[config.mk]
export PLATFORM = sky130hd
export DESIGN_NAME = tl_acquire_unit
export DESIGN_NICKNAME = d
export VERILOG_FILES = /design/src/rtl/tl_acquire_unit.sv
export SDC_FILE = /design/constraint.sdc
export NUM_CORES = 1
export LEC_CHECK = 0
export CAP_MARGIN = 10
export CORE_AREA = 2 2 204 206
export CTS_CLUSTER_DIAMETER = 80
export CTS_CLUSTER_SIZE = 14
export DETAILED_ROUTE_END_ITERATION = 12
export DIE_AREA = 0 0 206 208
export HOLD_SLACK_MARGIN = 0.1
export PLACE_DENSITY = 0.46
export SETUP_SLACK_MARGIN = 0.3
export SKIP_LAST_GASP = 1
export SYNTH_ARGS = -nofsm -noshare
export SYNTH_HDL_FRONTEND = slang
export SYNTH_SLANG_ARGS = --single-unit
[constraint.sdc]
create_clock -name clock -period 4.6 [get_ports clock]
set_clock_uncertainty 0.2 [all_clocks]
set_input_delay 0.69 -clock clock [delete_from_list [all_inputs] [get_ports clock]]
set_output_delay 0.69 -clock clock [all_outputs]
set_load 0.02 [all_outputs]
[src/rtl/tl_acquire_unit.sv]
// tl_acquire_unit: TileLink-C client acquire sequencer, one line refill at a time.
// Issues Acquire on A, collects Grant/GrantData on D, refills the data array, acks on E.
module tl_acquire_unit #(
   parameter int ADDR_W     = 32,
   parameter int DATA_W     = 128,
   parameter int SOURCE_W   = 3,
   parameter int SINK_W     = 4,
   parameter int SIZE_W     = 4,
   parameter int SOURCE_ID  = 0,
   parameter int LINE_BYTES = 64
) (
   input  logic                  clock,
   input  logic                  reset_n,
   input  logic                  req_valid,
   output logic                  req_ready,
   input  logic [ADDR_W-1:0]     req_addr,
   input  logic [1:0]            req_grow,
   input  logic                  req_perm,
   output logic                  a_valid,
   input  logic                  a_ready,
   output logic [2:0]            a_opcode,
   output logic [2:0]            a_param,
   output logic [SIZE_W-1:0]     a_size,
   output logic [SOURCE_W-1:0]   a_source,
   output logic [ADDR_W-1:0]     a_address,
   output logic [DATA_W/8-1:0]   a_mask,
   output logic [DATA_W-1:0]     a_data,
   output logic                  a_corrupt,
   input  logic                  d_valid,
   output logic                  d_ready,
   input  logic [2:0]            d_opcode,
   input  logic [1:0]            d_param,
   input  logic [SIZE_W-1:0]     d_size,
   input  logic [SOURCE_W-1:0]   d_source,
   input  logic [SINK_W-1:0]     d_sink,
   input  logic                  d_denied,
   input  logic                  d_corrupt,
   input  logic [DATA_W-1:0]     d_data,
   output logic                  e_valid,
   input  logic                  e_ready,
   output logic [SINK_W-1:0]     e_sink,
   output logic                  rsp_valid,
   output logic [DATA_W-1:0]     rsp_data,
   output logic [1:0]            rsp_beat,
   output logic                  rsp_last,
   output logic                  done_valid,
   output logic [1:0]            done_cap,
   output logic                  done_denied,
   output logic                  done_error,
   output logic                  busy
);
   localparam int OFF   = $clog2(LINE_BYTES);
   localparam int BEATS = LINE_BYTES * 8 / DATA_W;
   typedef enum logic [1:0] {IDLE, ACQ, GRANT, ACK} state_t;
   state_t state, state_nx;
   logic [ADDR_W-1:0] addr;
   logic [SINK_W-1:0] sink;
   logic [1:0] grow, prm, cnt;
   logic perm, got, den, err;
   logic hit, is_data, last, d_fire;
   logic unused_ok;
   assign unused_ok = ^{d_size, req_addr[OFF-1:0]};
   assign hit = d_source == SOURCE_W'(SOURCE_ID) && (d_opcode == 3'd4 || d_opcode == 3'd5);
   assign is_data = d_opcode == 3'd5;
   // a Grant arriving mid-burst also closes the transaction
   assign last = !is_data || cnt == 2'(BEATS - 1);
   assign d_fire = d_valid && d_ready;
   always_comb begin
      state_nx  = state;
      req_ready = 1'b0;
      a_valid   = 1'b0;
      d_ready   = 1'b0;
      e_valid   = 1'b0;
      case (state)
         IDLE: begin
            req_ready = 1'b1;
            if (req_valid) state_nx = ACQ;
         end
         ACQ: begin
            a_valid = 1'b1;
            if (a_ready) state_nx = GRANT;
         end
         GRANT: begin
            d_ready = 1'b1;
            if (d_valid && hit && last) state_nx = ACK;
         end
         ACK: begin
            e_valid = 1'b1;
            if (e_ready) state_nx = IDLE;
         end
         default: state_nx = IDLE;
      endcase
   end
   assign a_opcode  = a_valid ? (perm ? 3'd7 : 3'd6) : 3'd0;
   assign a_param   = a_valid ? {1'b0, grow} : 3'd0;
   assign a_size    = a_valid ? SIZE_W'(OFF) : '0;
   assign a_source  = a_valid ? SOURCE_W'(SOURCE_ID) : '0;
   assign a_address = a_valid ? addr : '0;
   assign a_mask    = {(DATA_W/8){a_valid}};
   assign a_data    = '0;
   assign a_corrupt = 1'b0;
   assign e_sink    = e_valid ? sink : '0;
   assign busy      = state != IDLE;
   always_ff @(posedge clock or negedge reset_n)
      if (!reset_n) state <= IDLE;
      else state <= state_nx;
   always_ff @(posedge clock or negedge reset_n) begin
      if (!reset_n) begin
         addr        <= '0;
         sink        <= '0;
         grow        <= '0;
         prm         <= '0;
         cnt         <= '0;
         perm        <= 1'b0;
         got         <= 1'b0;
         den         <= 1'b0;
         err         <= 1'b0;
         rsp_valid   <= 1'b0;
         rsp_data    <= '0;
         rsp_beat    <= '0;
         rsp_last    <= 1'b0;
         done_valid  <= 1'b0;
         done_cap    <= '0;
         done_denied <= 1'b0;
         done_error  <= 1'b0;
      end else begin
         rsp_valid   <= 1'b0;
         rsp_data    <= '0;
         rsp_beat    <= '0;
         rsp_last    <= 1'b0;
         done_valid  <= 1'b0;
         done_cap    <= '0;
         done_denied <= 1'b0;
         done_error  <= 1'b0;
         if (req_valid && req_ready) begin
            addr <= {req_addr[ADDR_W-1:OFF], {OFF{1'b0}}};
            grow <= req_grow;
            perm <= req_perm;
            sink <= '0;
            prm  <= '0;
            cnt  <= '0;
            got  <= 1'b0;
            den  <= 1'b0;
            err  <= 1'b0;
         end
         if (d_fire && !hit) err <= 1'b1;
         if (d_fire && hit) begin
            got <= 1'b1;
            if (!got) begin
               sink <= d_sink;
               prm  <= d_param;
            end
            den <= den | d_denied;
            // dataless Grant is wrong mid-burst and wrong as the answer to AcquireBlock
            if (d_corrupt || (!is_data && (cnt != 2'd0 || !perm))) err <= 1'b1;
            cnt <= is_data ? cnt + 2'd1 : 2'd0;
            if (is_data) begin
               rsp_valid <= 1'b1;
               rsp_data  <= d_data;
               rsp_beat  <= cnt;
               rsp_last  <= last;
            end
         end
         if (e_valid && e_ready) begin
            done_valid  <= 1'b1;
            done_cap    <= prm == 2'd0 ? 2'd2 : prm == 2'd1 ? 2'd1 : 2'd0;
            done_denied <= den;
            done_error  <= err | (prm == 2'd3);
         end
      end
   end
endmodule

==> impl_results.html <==
<table>
<tr><th>Metric</th><th>Value</th></tr>
<tr><th colspan="2">Clock network</th></tr>
<tr><td>Largest buffer count on any clock path</td><td>2</td></tr>
<tr><td>Post-CTS Resized</td><td>0</td></tr>
<tr><td>Clock tree from TritonCTS</td><td>built</td></tr>
<tr><td>Maximum level of the CTS H-tree</td><td>4</td></tr>
<tr><td>Library cell used as clock root buffer</td><td>sky130_fd_sc_hd__clkbuf_16</td></tr>
<tr><td>Num Clock Sinks</td><td>approximately 180</td></tr>
<tr><td>Clock insertion delay at the later pin of the skew report</td><td>between 400 and 500 ps</td></tr>
<tr><td>Clock slew at the register clock pins of the worst setup and hold paths</td><td>around 70 ps</td></tr>
<tr><td>TritonCTS buffer count</td><td>17</td></tr>
<tr><th colspan="2">Logic synthesis</th></tr>
<tr><td>Cell area after synthesis</td><td>between 7000 and 8000 sq um</td></tr>
<tr><td>Number of standard cells after synthesis</td><td>between 600 and 700</td></tr>
<tr><td>Yosys warning count</td><td>0</td></tr>
<tr><td>Number of distinct library cell variants in the gate-level netlist after synthesis</td><td>36</td></tr>
<tr><td>Seq/Total Area, Yosys</td><td>0.582</td></tr>
<tr><td>Average footprint of a synthesized cell</td><td>12.0 sq um</td></tr>
<tr><td>Number of synthesized register bits</td><td>between 150 and 200</td></tr>
<tr><th colspan="2">Final layout</th></tr>
<tr><td>Filler-free cell count of the finished design</td><td>about 1500</td></tr>
<tr><td>Final Net Count</td><td>roughly 1200</td></tr>
<tr><td>Area growth from synthesis to final layout</td><td>54.6%</td></tr>
<tr><td>Share of post-route cells with drive strength above 1</td><td>0.0746</td></tr>
<tr><th colspan="2">Pwr</th></tr>
<tr><td>Clock network fraction of total power</td><td>0.325</td></tr>
<tr><td>Max VDD drop</td><td>0.247 mV</td></tr>
<tr><td>Sequential share of power</td><td>0.376</td></tr>
<tr><td>Net switching power</td><td>around 1.5 mW</td></tr>
<tr><td>Power per standard cell area</td><td>around 400 nW/um^2</td></tr>
<tr><td>Part of the total power dissipated in combinational logic</td><td>0.299</td></tr>
<tr><td>Power Internal</td><td>approximately 3.3 mW</td></tr>
<tr><td>Net Sw Frac</td><td>0.318</td></tr>
<tr><td>Static leakage</td><td>5.81 nW</td></tr>
<tr><td>Pwr Total</td><td>~4.8 mW</td></tr>
<tr><th colspan="2">Worst setup path</th></tr>
<tr><td>FF-to-FF Start</td><td>state[1]</td></tr>
<tr><td>Data required time of the critical path</td><td>around 3700 ps</td></tr>
<tr><td>Critical Path Slowest Stage Cell</td><td>sky130_fd_sc_hd__ha_1</td></tr>
<tr><td>Startpoint type of the worst setup path</td><td>flop</td></tr>
<tr><td>Delay contributed by the slowest stage of the critical path</td><td>~770 ps</td></tr>
<tr><td>Register-to-register setup slack</td><td>around 2100 ps</td></tr>
<tr><td>Chain of cells forming the critical path</td><td>inv_1, ha_1, buf_4, clkdlybuf4s50_1</td></tr>
<tr><td>Worst setup path startpoint</td><td>state[1]</td></tr>
<tr><td>Data arrival time of the worst path</td><td>2710 ps</td></tr>
<tr><td>Critical path capture point</td><td>a_mask[4]</td></tr>
<tr><td>Path type of the worst setup path</td><td>reg -&gt; out</td></tr>
<tr><td>Depth of the most critical reg-to-reg path</td><td>7</td></tr>
<tr><td>Reg-to-reg critical path endpoint</td><td>state[1]</td></tr>
<tr><td>Maximum fanout along the worst path</td><td>31</td></tr>
<tr><td>Worst Setup End Kind</td><td>primary output</td></tr>
<tr><th colspan="2">STA</th></tr>
<tr><td>Number of failing setup endpoints in the final timing report</td><td>0</td></tr>
<tr><td>Final hold vios</td><td>0</td></tr>
<tr><td>Setup TNS</td><td>0 ps</td></tr>
<tr><td>RSZ-0062 raised after global routing</td><td>no</td></tr>
<tr><td>Maximum achievable frequency</td><td>about 280 MHz</td></tr>
<tr><td>Actual transition at the worst max-transition pin</td><td>around 940 ps</td></tr>
<tr><td>Max_slew headroom</td><td>0.370</td></tr>
<tr><td>Max-slew violation total from the final report</td><td>0</td></tr>
<tr><td>Post-layout min period</td><td>3600 ps</td></tr>
<tr><td>Final worst-path cycle share</td><td>0.783</td></tr>
<tr><th colspan="2">Worst hold path</th></tr>
<tr><td>Hold Crit Class</td><td>reg -&gt; reg</td></tr>
<tr><th colspan="2">Placed design</th></tr>
<tr><td>Number of input and output port buffers inserted</td><td>around 370</td></tr>
<tr><td>Placed insts</td><td>around 1500</td></tr>
<tr><td>Routability-driven placement congestion ratio</td><td>around 0.76</td></tr>
<tr><td>DP HPWL</td><td>18300 um</td></tr>
<tr><th colspan="2">Floorplanning</th></tr>
<tr><td>Starting Density</td><td>0.190</td></tr>
<tr><td>Core area</td><td>between 40000 and 50000 sq um</td></tr>
<tr><td>Die Area</td><td>between 40000 and 50000 sq um</td></tr>
<tr><td>Die extent in y</td><td>roughly 210 um</td></tr>
<tr><td>Chip Width</td><td>~210 um</td></tr>
<tr><td>Count of pins on the block boundary</td><td>523</td></tr>
<tr><td>Placement Rows</td><td>between 70 and 80</td></tr>
<tr><th colspan="2">Route</th></tr>
<tr><td>Router iterations before antenna repair</td><td>6</td></tr>
<tr><td>Vias</td><td>5434</td></tr>
<tr><td>Count of nets left with antenna violations after detail routing</td><td>0</td></tr>
<tr><td>Number of remaining DRC errors</td><td>0</td></tr>
<tr><td>Drt initial violations</td><td>152</td></tr>
<tr><td>Avg Vias per Cell</td><td>3.56</td></tr>
<tr><td>Overall routed net length</td><td>~25000 um</td></tr>
<tr><td>Routed wirelength normalized by instance count</td><td>16.5 um</td></tr>
<tr><th colspan="2">Status</th></tr>
<tr><td>Status</td><td>finished clean</td></tr>
<tr><th colspan="2">Flow run</th></tr>
<tr><td>Max-capacitance violation count</td><td>0</td></tr>
<tr><th colspan="2">GRT</th></tr>
<tr><td>All-layer global routing usage</td><td>0.114</td></tr>
<tr><td>First-pass GRT wire length</td><td>~36000 um</td></tr>
<tr><td>Largest net degree at the start of global routing</td><td>103</td></tr>
<tr><td>Sum of overflow across all layers after global routing</td><td>0</td></tr>
<tr><td>Initial antenna violation count</td><td>0</td></tr>
<tr><td>Number of global-route vias before repair</td><td>5306</td></tr>
</table>
-- power groups by stage --
stage	clock network (mW)	registers (mW)	logic (mW)
2_1_floorplan	0	1.82	0.963
3_3_place_gp	0	1.83	1.44
3_5_place_dp	0	1.83	1.45
4_1_cts	1.62	1.80	1.45
5_1_grt	1.68	1.82	1.53
6_report	1.55	1.80	1.43
-- critical path: cells and delay by family (launching register included) --
family                     cells  cell delay (ps)
buffers and inverters          3             1080
adders and majority gates      1              770
DFF                            1              400
-- layout by cell type (no fill, tap or decap), types with 3 or more instances in the layout --
master,netlist,routed
sky130_fd_sc_hd__nand2_1,14,14
sky130_fd_sc_hd__and2_1,34,34
sky130_fd_sc_hd__conb_1,1,141
sky130_fd_sc_hd__clkdlybuf4s50_1,0,370
sky130_fd_sc_hd__mux2_2,29,29
sky130_fd_sc_hd__clkbuf_16,0,17
sky130_fd_sc_hd__a21oi_1,3,3
sky130_fd_sc_hd__nand3_1,3,3
sky130_fd_sc_hd__dfrtp_1,179,179
sky130_fd_sc_hd__buf_4,162,5
sky130_fd_sc_hd__ha_1,6,6
sky130_fd_sc_hd__and3_1,132,132
sky130_fd_sc_hd__mux2i_1,6,6
sky130_fd_sc_hd__inv_1,15,15
-- cell usage after synthesis --
cell	count	share of area
sky130_fd_sc_hd__mux2_2	29	0.042
sky130_fd_sc_hd__clkbuf_1	16	0.0078
sky130_fd_sc_hd__dfrtp_1	179	0.58
sky130_fd_sc_hd__a21oi_1	3	0.0020
sky130_fd_sc_hd__buf_4	162	0.16
sky130_fd_sc_hd__and3b_1	1	0.0011
sky130_fd_sc_hd__buf_2	9	0.0059
sky130_fd_sc_hd__nor3_2	1	0.0013
sky130_fd_sc_hd__and4_1	1	0.0011
sky130_fd_sc_hd__o22ai_1	1	0.00081
sky130_fd_sc_hd__nor4b_1	1	0.0011
sky130_fd_sc_hd__inv_1	15	0.0073
sky130_fd_sc_hd__and2_1	34	0.028
sky130_fd_sc_hd__o2bb2ai_1	1	0.0011
sky130_fd_sc_hd__a221oi_2	1	0.0020
sky130_fd_sc_hd__o32a_1	1	0.0013
sky130_fd_sc_hd__buf_6	5	0.0073
sky130_fd_sc_hd__conb_1	1	0.00049
sky130_fd_sc_hd__nand3_1	3	0.0020
sky130_fd_sc_hd__clkbuf_2	5	0.0033
sky130_fd_sc_hd__nand4_1	1	0.00081
sky130_fd_sc_hd__and3_1	132	0.11
sky130_fd_sc_hd__o21ai_0	1	0.00065
sky130_fd_sc_hd__nor3b_1	1	0.00098
sky130_fd_sc_hd__buf_8	1	0.0020
sky130_fd_sc_hd__a31oi_1	1	0.00081
sky130_fd_sc_hd__nor2_1	1	0.00049
sky130_fd_sc_hd__ha_1	6	0.0098
sky130_fd_sc_hd__mux2_1	1	0.0015
sky130_fd_sc_hd__nand2b_1	1	0.00081
sky130_fd_sc_hd__nor4bb_1	1	0.0013
sky130_fd_sc_hd__nor2b_1	1	0.00081
sky130_fd_sc_hd__nor3_1	1	0.00065
sky130_fd_sc_hd__nor2_2	1	0.00081
sky130_fd_sc_hd__nand2_1	14	0.0068
sky130_fd_sc_hd__mux2i_1	6	0.0078
-- through the flow --
step	worst slack, ps	hold slack, ps	area [sq um]	util
after floorplan	1900	194	8220	-
after global placement	1390	270	11300	0.278
after detailed placement	1370	274	11300	0.278
after CTS	850	286	11900	0.293
after global routing	684	319	11900	0.293
final	996	285	11900	0.293
-- logic make-up (layout without fill, tap and decap cells) --
logic type      after synthesis  count (layout)  synth area share
compound gates                9               9           0.00862
fa+ha+maj                     6               6           0.00976
buf+inv                     213             426             0.192
flops                       179             179             0.582
mux                          36              36            0.0517
other cells                   1             142          0.000488
simple gates                195             195             0.155
-- registers in the layout, indices dropped and copies added, names as in the netlist, 2 cells and up --
signal and cells:
done_cap 2, prm 2, rsp_beat 2, grow 2, addr 26, cnt 2, sink 4, rsp_data 128
state 2
-- worst min path at each step --
| stage | from | end | slack (ps) | cells past startpoint |
|---|---|---|---|---|
| 3_5_place_dp | prm[0] | done_cap[1] | 270 | 1 |
| 6_report | prm[0] | done_cap[1] | 290 | 1 |
| 2_1_floorplan | reset_n | addr[10] | 190 | 0 |
| 3_3_place_gp | prm[0] | done_cap[1] | 270 | 1 |
| 4_1_cts | prm[0] | done_cap[1] | 290 | 1 |
| 5_1_grt | grow[1] | grow[1] | 320 | 1 |
-- layout make-up --
class / instances / area, sq um
fillers: 4257 / 28700
diodes: 1 / 2.50
well taps: 532 / 666
flip-flops and latches: 179 / 4480
clock buffers: 18 / 439
repair buffers: 379 / 3800
clock inverters: 14 / 175
inverters: 15 / 56.3
multi-input cells: 387 / 2270
-- routing by layer --
metal	global-route usage	wire length (um)	vias to the layer above
met5	0	0	-
li1	-	-	2475
met2	0.191	12200	321
met3	0.0428	2660	24
met4	0.0505	634	0
met1	0.129	9620	2614
-- what timing repair did --
| action | in CTS | in global routing |
|---|---|---|
| buffers inserted | 0 | 0 |
| setup endpoints to repair | 0 | 0 |
| hold endpoints to repair | 20 | 0 |
| hold buffers | 1 | 0 |
Note: power is estimated with default switching activity, not from simulation.
